**src/rtl/alib_extmem_reader.sv**
```systemverilog
// AXI4 read master: fetches one block at base + blockAddress*16 and returns its
// 64-bit payload, streaming every accepted beat and holding the last one.
module alib_extmem_reader #(
   parameter int BURST_LEN = 1
) (
   input  logic        M_AXI_ACLK,
   input  logic        M_AXI_ARESET,
   input  logic [20:0] i_blockAddress,
   input  logic [31:0] i_alib_extmem_base_addr,
   input  logic        i_initReadTxn,
   output logic [63:0] o_blockPayload,
   output logic        o_beatValid,
   output logic        o_readTxnDone,
   output logic        o_busy,
   output logic        o_error,
   output logic [5:0]  M_AXI_ARID,
   output logic [31:0] M_AXI_ARADDR,
   output logic [7:0]  M_AXI_ARLEN,
   output logic [2:0]  M_AXI_ARSIZE,
   output logic [1:0]  M_AXI_ARBURST,
   output logic        M_AXI_ARLOCK,
   output logic [3:0]  M_AXI_ARCACHE,
   output logic [2:0]  M_AXI_ARPROT,
   output logic [3:0]  M_AXI_ARQOS,
   output logic        M_AXI_ARVALID,
   input  logic        M_AXI_ARREADY,
   input  logic        M_AXI_RID,
   input  logic [63:0] M_AXI_RDATA,
   input  logic [1:0]  M_AXI_RRESP,
   input  logic        M_AXI_RLAST,
   input  logic        M_AXI_RVALID,
   output logic        M_AXI_RREADY
);

   localparam logic [4:0] BEATS = 5'(BURST_LEN);

   typedef enum logic [1:0] {
      IDLE,
      ADDR,
      DATA
   } state_t;

   state_t      state_reg, state_next;
   logic        arvalid_reg, arvalid_next;
   logic        rready_reg, rready_next;
   logic        beat_valid_reg, beat_valid_next;
   logic        done_reg, done_next;
   logic        error_reg, error_next;
   logic [31:0] araddr_reg, araddr_next;
   logic [63:0] payload_reg, payload_next;
   logic [4:0]  beat_cnt_reg, beat_cnt_next;

   logic        r_fire;
   logic [4:0]  beat_num;
   logic        beat_err;

   assign r_fire   = M_AXI_RVALID & rready_reg;
   // beat_num is the 1-based index of the beat now on the bus
   assign beat_num = beat_cnt_reg + 5'd1;
   assign beat_err = (M_AXI_RRESP != 2'b00) | M_AXI_RID
                   | (M_AXI_RLAST & (beat_num != BEATS))
                   | (~M_AXI_RLAST & (beat_num >= BEATS));

   always_comb begin
      state_next      = state_reg;
      arvalid_next    = arvalid_reg;
      rready_next     = rready_reg;
      beat_valid_next = 1'b0;
      done_next       = done_reg;
      error_next      = error_reg;
      araddr_next     = araddr_reg;
      payload_next    = payload_reg;
      beat_cnt_next   = beat_cnt_reg;
      case (state_reg)
         IDLE: begin
            if (i_initReadTxn) begin
               araddr_next   = i_alib_extmem_base_addr + {7'b0, i_blockAddress, 4'b0000};
               done_next     = 1'b0;
               error_next    = 1'b0;
               beat_cnt_next = 5'd0;
               arvalid_next  = 1'b1;
               state_next    = ADDR;
            end
         end
         ADDR: begin
            if (arvalid_reg && M_AXI_ARREADY) begin
               arvalid_next = 1'b0;
               rready_next  = 1'b1;
               state_next   = DATA;
            end
         end
         DATA: begin
            if (r_fire) begin
               payload_next    = M_AXI_RDATA;
               beat_valid_next = 1'b1;
               if (beat_cnt_reg != BEATS) begin
                  beat_cnt_next = beat_num;
               end
               if (beat_err) begin
                  error_next = 1'b1;
               end
               // a malformed burst still runs to RLAST so the interconnect is drained
               if (M_AXI_RLAST) begin
                  rready_next = 1'b0;
                  done_next   = 1'b1;
                  state_next  = IDLE;
               end
            end
         end
         default: begin
            arvalid_next = 1'b0;
            rready_next  = 1'b0;
            state_next   = IDLE;
         end
      endcase
   end

   always_ff @(posedge M_AXI_ACLK or posedge M_AXI_ARESET) begin
      if (M_AXI_ARESET) begin
         state_reg      <= IDLE;
         arvalid_reg    <= 1'b0;
         rready_reg     <= 1'b0;
         beat_valid_reg <= 1'b0;
         done_reg       <= 1'b0;
         error_reg      <= 1'b0;
         araddr_reg     <= 32'd0;
         payload_reg    <= 64'd0;
         beat_cnt_reg   <= 5'd0;
      end else begin
         state_reg      <= state_next;
         arvalid_reg    <= arvalid_next;
         rready_reg     <= rready_next;
         beat_valid_reg <= beat_valid_next;
         done_reg       <= done_next;
         error_reg      <= error_next;
         araddr_reg     <= araddr_next;
         payload_reg    <= payload_next;
         beat_cnt_reg   <= beat_cnt_next;
      end
   end

   assign o_blockPayload = payload_reg;
   assign o_beatValid    = beat_valid_reg;
   assign o_readTxnDone  = done_reg;
   assign o_busy         = (state_reg != IDLE);
   assign o_error        = error_reg;

   assign M_AXI_ARID    = 6'd0;
   assign M_AXI_ARADDR  = araddr_reg;
   assign M_AXI_ARLEN   = 8'(BURST_LEN - 1);
   assign M_AXI_ARSIZE  = 3'b011;
   assign M_AXI_ARBURST = 2'b01;
   assign M_AXI_ARLOCK  = 1'b0;
   assign M_AXI_ARCACHE = 4'd0;
   assign M_AXI_ARPROT  = 3'd0;
   assign M_AXI_ARQOS   = 4'd0;
   assign M_AXI_ARVALID = arvalid_reg;
   assign M_AXI_RREADY  = rready_reg;

endmodule

```
**config.mk**
```make
export PLATFORM = sky130hd
export DESIGN_NAME = alib_extmem_reader
export DESIGN_NICKNAME = d
export VERILOG_FILES = /design/src/rtl/alib_extmem_reader.sv
export SDC_FILE = /design/constraint.sdc
export NUM_CORES = 1
export LEC_CHECK = 0
export BUFFER_PORTS_ARGS = -buffer_cell sky130_fd_sc_hd__clkbuf_2
export CORE_AREA = 2 2 115 128
export CTS_BUF_LIST = sky130_fd_sc_hd__clkbuf_2
export CTS_CLUSTER_DIAMETER = 50
export DETAILED_ROUTE_END_ITERATION = 8
export DIE_AREA = 0 0 117 130
export GPL_TIMING_DRIVEN = 0
export MAX_ROUTING_LAYER = met4
export PLACE_DENSITY = 0.69
export REMOVE_ABC_BUFFERS = 1
export SLEW_MARGIN = 10
export SYNTH_ARGS = -nofsm -noshare
export SYNTH_HDL_FRONTEND = slang
export SYNTH_SLANG_ARGS = --single-unit
```
**constraint.sdc**
```tcl
create_clock -name M_AXI_ACLK -period 8.58 [get_ports M_AXI_ACLK]
set_clock_uncertainty 0.2 [all_clocks]
set_input_delay 1.716 -clock M_AXI_ACLK [delete_from_list [all_inputs] [get_ports M_AXI_ACLK]]
set_output_delay 1.716 -clock M_AXI_ACLK [all_outputs]
set_load 0.05 [all_outputs]
```
==> flow_metrics.env, run 1 <==
export IMPL_status="finished, final reports clean"
export IMPL_crit_path_max_fanout=9
export IMPL_antenna_found_initial=1
export IMPL_syn_cell_area_um2=5635
export IMPL_first_global_vias=4069
export IMPL_critical_path_class="reg2out"
export IMPL_num_io_pins=259
export IMPL_synthCells=525
export IMPL_endpoint_kind="output pin"
export IMPL_routedWlPerCell_um=14.54
export IMPL_setup_viol=0
export IMPL_wl_met2_mm=6.176
export IMPL_clk_pin_slew_worst_paths_ns=0.33
export IMPL_synth_compound_area_frac=0.1323
export IMPL_grt_setup_unrepaired="false"
export IMPL_drt_initial_drc_count=182
export IMPL_grt_max_degree=64
export IMPL_finalHoldViolCount=0
export IMPL_post_cts_resized=0
export IMPL_worst_pin_slew_ns=1.247
export IMPL_cts_buffers=9
export IMPL_hp_start="M_AXI_ARVALID"
export IMPL_slew_headroom=0.1656
export IMPL_core_area_um2=14100
export IMPL_cp_slowest_stage_delay_ns=0.56
export IMPL_cts_buffer_depth=2
export IMPL_gp_congestion=0.8561
export IMPL_setup_tns_ns=0
export IMPL_syn_area_per_cell_um2=10.73
export IMPL_die_x_um=117
export IMPL_grt_pass1_wl_mm=20.20
export IMPL_largest_reg_flops=64
export IMPL_r2r_start="state_reg[0]"
export IMPL_overflow=0
export IMPL_dp_cells=925
export IMPL_layout_drive_gt1_share=0.4326
export IMPL_synth_top_family_by_area="compound AO/OA/AOI/OAI gates"
export IMPL_cpLargestDelayFamily="flip-flops"
export IMPL_yosys_area_top_type="dfrtp_1"
export IMPL_clk_latency_ns=0.62
export IMPL_clock_sinks=108
export IMPL_power_density_nw_per_um2=360.8
export IMPL_antenna_left=0
export IMPL_synth_fa_ha_area_frac=0.05684
export IMPL_cts_setup_buffers=0
export IMPL_critical_path_buf_inv_count=1
export IMPL_seq_area_frac_synth=0.4796
export IMPL_vias=4545
export IMPL_synthFlopType="dfrtp_1"
export IMPL_slew_viol_final=0
export IMPL_fin_util=0.4942
export IMPL_cp_cell_sequence="or2_2, clkbuf_2"
export IMPL_cts_max_level=3
export IMPL_fin_crit_sh=0.4259
export IMPL_max_clock_freq_mhz=273.6
export IMPL_cp_start_kind="register"
export IMPL_ys_ff_latch=108
export IMPL_layout_commonest_cell="clkbuf_2"
export IMPL_netlist_area_leader_share=0.4796
export IMPL_cts_tree="built"
export IMPL_die_h_um=130
export IMPL_final_cell_mix="clkbuf_2, dfrtp_1, mux2_2"
export IMPL_hold_buffers=0
export IMPL_top_layer="met4"
export IMPL_die_area_um2=15210
export IMPL_yosysWarnings=0
export IMPL_gr_usage_all_layers=0.1793
export IMPL_drc=0
export IMPL_final_nets=895
export IMPL_cts_root_buf="clkbuf_2"
export IMPL_wl_met3_mm=1.290
export IMPL_cp_arrival_ns=1.74
export IMPL_required_ns=6.66
export IMPL_area_growth_pct=23.67
export IMPL_synth_xor_area_frac=0.02798
export IMPL_drv_cap=0
export IMPL_crit_start="state_reg[0]"
export IMPL_hp_class="reg2reg"
export IMPL_synthMuxAreaShare=0.1279
export IMPL_wl_met1_mm=5.950
export IMPL_num_fill_cells=1350
export IMPL_synthArstFlopShare=1.000
export IMPL_synth_edff_count=0
export IMPL_totalWireLength_mm=13.70
export IMPL_fin_crit_ns=3.655
export IMPL_first_pass_iters=4
export IMPL_synth_area_top_cells="dfrtp_1, mux2_2, ha_1"
export IMPL_vdd_drop_max_uv=220.6
export IMPL_io_buffer_count=227
export IMPL_rows=46
export IMPL_instances_no_fill=942
export IMPL_ys_types=57
export IMPL_crit_slowest_cell="dfrtp_1"
export IMPL_synthSimpleGateAreaFrac=0.1108
export IMPL_power_leakage_nw=3.598
export IMPL_hpwl_mm=10.55
export IMPL_avgViaCountPerCell=4.825
export IMPL_initial_utilization=0.3996
export IMPL_fin_worst_hold_slack_ns=0.3021
-- routing by layer --
layer | track usage | vias to the layer above
met2 | 0.2724 | 206
met3 | 0.05109 | 16
met5 | - | -
met1 | 0.2250 | 2087
met4 | 0.07405 | 0
li1 | - | 2236
-- power breakdown --
part / switching, mW / internal [mW]
clock: 0.185 / 0.0428
sequential: 0.120 / 0.717
combinational: 1.09 / 0.362
-- logic make-up (layout without fill, tap and decap cells) --
family | after synthesis | after routing
mux | 64 | 64
other cells | 2 | 32
compound gates | 113 | 113
simple gates | 134 | 134
flops | 108 | 108
buf+inv | 61 | 256
xor+xnor | 18 | 18
fa+ha+maj | 25 | 25
-- path summary, 6_finish.rpt --
| path | endpoint | slack [ns] | depth (start not counted) |
|---|---|---|---|
| max | o_busy | 4.93 | 2 |
| min | state_reg[0] | 0.30 | 1 |
| max reg2reg | M_AXI_ARADDR[28] | 6.04 | 6 |
| min reg2reg | state_reg[0] | 0.30 | 1 |
| max in group asynchronous | M_AXI_ARADDR[25] | 6.57 | 3 |
| min in group asynchronous | M_AXI_RREADY | 0.90 | 2 |
-- synthesized netlist by cell type (3+ instances only) --
master    count
a211oi_1      6
a21o_1        7
a21oi_1      29
a31oi_1       4
and3_1        6
buf_2         9
buf_4        31
clkbuf_1      8
dfrtp_1     108
ha_1         24
inv_1        11
mux2_2       64
nand2_1      63
nand2b_1      6
nand3_1      12
nand4_1       4
nor2_1       19
nor3_1        7
o21a_1        5
o21ai_0      31
o21bai_1      3
o22ai_1       4
o31ai_1       4
or2_2         3
xnor2_1       8
xor2_1       10
-- worst register-to-register path: stages, from the launching register on --
cell and delay, ns:
dfrtp_1 0.56, inv_1 0.15, nand2_1 0.09, nor2_1 0.94, nand2_1 0.10, or3_1 0.36, o311ai_2 0.09
-- cell type report --
type	instances	area (µm²)	share of cell area
tap	192	240.2	0.03447
inverter	11	46.29	0.006643
sequential	108	2703	0.3878
clock inverter	7	58.81	0.008438
timing repair buffer	229	1184	0.1698
multi-input combinational	385	2690	0.3860
clock buffer	9	45.04	0.006463
antenna	1	2.502	0.0003591
-- metrics by stage --
| stage | worst slack (ns) | instance area, µm² | power, mW |
|---|---|---|---|
| 6_report | 4.925 | 6969 | 2.514 |
| 5_1_grt | 4.833 | 6969 | 2.679 |
| 4_1_cts | 4.858 | 6967 | 2.545 |
| 3_5_place_dp | 4.310 | 6863 | 2.315 |
| 3_3_place_gp | 2.404 | 6805 | 2.296 |
| 2_1_floorplan | 3.818 | 5429 | 1.949 |
(Power assumes the default switching activity.)
==> run 2: changes to the inputs <==
--- a/config.mk
+++ b/config.mk
@@ -13,7 +13,7 @@
 export DIE_AREA = 0 0 117 130
 export GPL_TIMING_DRIVEN = 0
 export MAX_ROUTING_LAYER = met4
-export PLACE_DENSITY = 0.69
+export PLACE_DENSITY = 0.72
 export REMOVE_ABC_BUFFERS = 1
 export SLEW_MARGIN = 10
 export SYNTH_ARGS = -nofsm -noshare
==> constraint.sdc (replaced) <==
create_clock -name M_AXI_ACLK -period 3.18 [get_ports M_AXI_ACLK]
set_clock_uncertainty 0.2 [all_clocks]
set_input_delay 0.636 -clock M_AXI_ACLK [delete_from_list [all_inputs] [get_ports M_AXI_ACLK]]
set_output_delay 0.636 -clock M_AXI_ACLK [all_outputs]
set_load 0.05 [all_outputs]
==> flow_metrics.env, run 2 (synthesized netlist as in run 1, its figures left out) <==
export IMPL_cts_root_buf="clkbuf_2"
export IMPL_fin_crit_ns=2.632
export IMPL_drc=0
export IMPL_hp_class="in2reg"
export IMPL_hp_start="M_AXI_RDATA[39]"
export IMPL_gp_congestion=0.8296
export IMPL_final_area_um2=7627
export IMPL_layout_drive_gt1_share=0.3993
export IMPL_num_io_pins=259
export IMPL_hpwl_mm=10.46
export IMPL_initial_utilization=0.3996
export IMPL_cp_cell_sequence="clkbuf_2, ha_1, fa_1, a21oi_1, nand4b_1, a21oi_2, o2111ai_2, o21a_1, a211oi_2, or3_1, o311ai_2"
export IMPL_hold_buffers=43
export IMPL_final_nets=960
export IMPL_die_h_um=130
export IMPL_fin_worst_hold_slack_ns=0.07046
export IMPL_gr_usage_all_layers=0.1820
export IMPL_critical_path_class="in2reg"
export IMPL_vias=4834
export IMPL_placed_area_um2=6870
export IMPL_cts_max_level=3
export IMPL_slew_headroom=0.2007
export IMPL_clk_latency_ns=0.58
export IMPL_final_cell_mix="clkbuf_2, dfrtp_1, dlygate4sd3_1"
export IMPL_grt_pass1_wl_mm=21.02
export IMPL_worst_pin_slew_ns=1.195
export IMPL_totalWireLength_mm=15.06
export IMPL_grt_max_degree=81
export IMPL_endpoint_kind="register"
export IMPL_power_leakage_nw=3.882
export IMPL_cts_buffers=9
export IMPL_finalHoldViolCount=0
export IMPL_required_ns=3.48
export IMPL_routedWlPerCell_um=14.95
export IMPL_cp_slowest_stage_delay_ns=0.42
export IMPL_drt_initial_drc_count=260
export IMPL_area_growth_pct=35.35
export IMPL_largest_reg_flops=64
export IMPL_crit_slowest_cell="fa_1"
export IMPL_avgViaCountPerCell=4.800
export IMPL_rows=46
export IMPL_fin_crit_sh=0.8278
export IMPL_cp_start_kind="primary input"
export IMPL_vdd_drop_max_uv=387.2
export IMPL_io_buffer_count=227
export IMPL_multi_input_area_um2=2690
export IMPL_core_area_um2=14100
export IMPL_clk_pin_slew_worst_paths_ns=0.29
export IMPL_status="finished, final reports clean"
export IMPL_cts_buffer_depth=2
export IMPL_die_area_um2=15210
export IMPL_layout_commonest_cell="clkbuf_2"
export IMPL_antenna_left=0
export IMPL_cp_arrival_ns=2.93
export IMPL_r2r_start="state_reg[0]"
export IMPL_slew_viol_final=0
export IMPL_first_pass_iters=6
export IMPL_seqCellArea_um2=2703
export IMPL_drv_cap=0
export IMPL_cts_tree="built"
export IMPL_first_global_vias=4280
export IMPL_num_fill_cells=1194
export IMPL_post_cts_resized=0
export IMPL_setup_viol=0
export IMPL_antenna_found_initial=1
export IMPL_clock_sinks=108
export IMPL_power_density_nw_per_um2=907.8
export IMPL_max_clock_freq_mhz=379.9
export IMPL_overflow=0
export IMPL_cts_setup_buffers=0
export IMPL_crit_start="i_blockAddress[0]"
export IMPL_grt_setup_unrepaired="false"
export IMPL_crit_path_max_fanout=4
export IMPL_die_x_um=117
-- run 2: area by class of cell --
class / instances / share of cell area
timing repair buffer: 294 / 0.2415
inverter: 11 / 0.006070
multi-input combinational: 385 / 0.3527
antenna: 1 / 0.0003281
sequential: 108 / 0.3543
tap: 192 / 0.03150
clock buffer: 9 / 0.005906
clock inverter: 7 / 0.007710
-- run 2: worst max-delay path, delay by kind of cell --
kind                     cells  cell delay, ns
AND/OR/NAND/NOR              2            0.56
buffers and inverters        1            0.08
adder cells (fa/ha/maj)      2            0.66
AO/OA/AOI/OAI                6            1.00
-- run 2: final timing paths --
kind | end | slack, ns | depth (start not counted)
max | M_AXI_ARADDR[28] | 0.55 | 11
min | o_blockPayload[39] | 0.07 | 2
max reg2reg | M_AXI_ARADDR[28] | 0.70 | 6
min reg2reg | M_AXI_ARADDR[3] | 0.32 | 2
max in group asynchronous | M_AXI_ARADDR[28] | 1.78 | 4
min in group asynchronous | M_AXI_ARADDR[20] | 0.30 | 3
-- run 2: routing by layer --
layer | share of wire | vias up | global-route usage
met5 | 0 | - | -
met4 | 0.019 | 0 | 0.06367
met3 | 0.083 | 21 | 0.05852
met2 | 0.48 | 187 | 0.2955
met1 | 0.41 | 2256 | 0.2125
li1 | - | 2370 | -
-- run 2: where the power goes --
group,total (mW),internal [mW],switching [mW]
combinational,4.03,1.04,2.99
clock,0.612,0.119,0.493
sequential,2.28,1.94,0.346
-- run 2: per-stage QoR --
step	TNS (ns)	power, mW	utilization	setup slack (ns)	instances
floorplan	-54.17	5.259	-	-0.5016	504
global placement	-236.70	6.189	0.4826	-1.853	923
detailed placement	-0.06667	6.260	0.4872	-0.06667	925
CTS	0	6.918	0.5251	0.5854	984
global route	0	7.320	0.5409	0.5119	1007
finish	0	6.924	0.5409	0.5477	1007
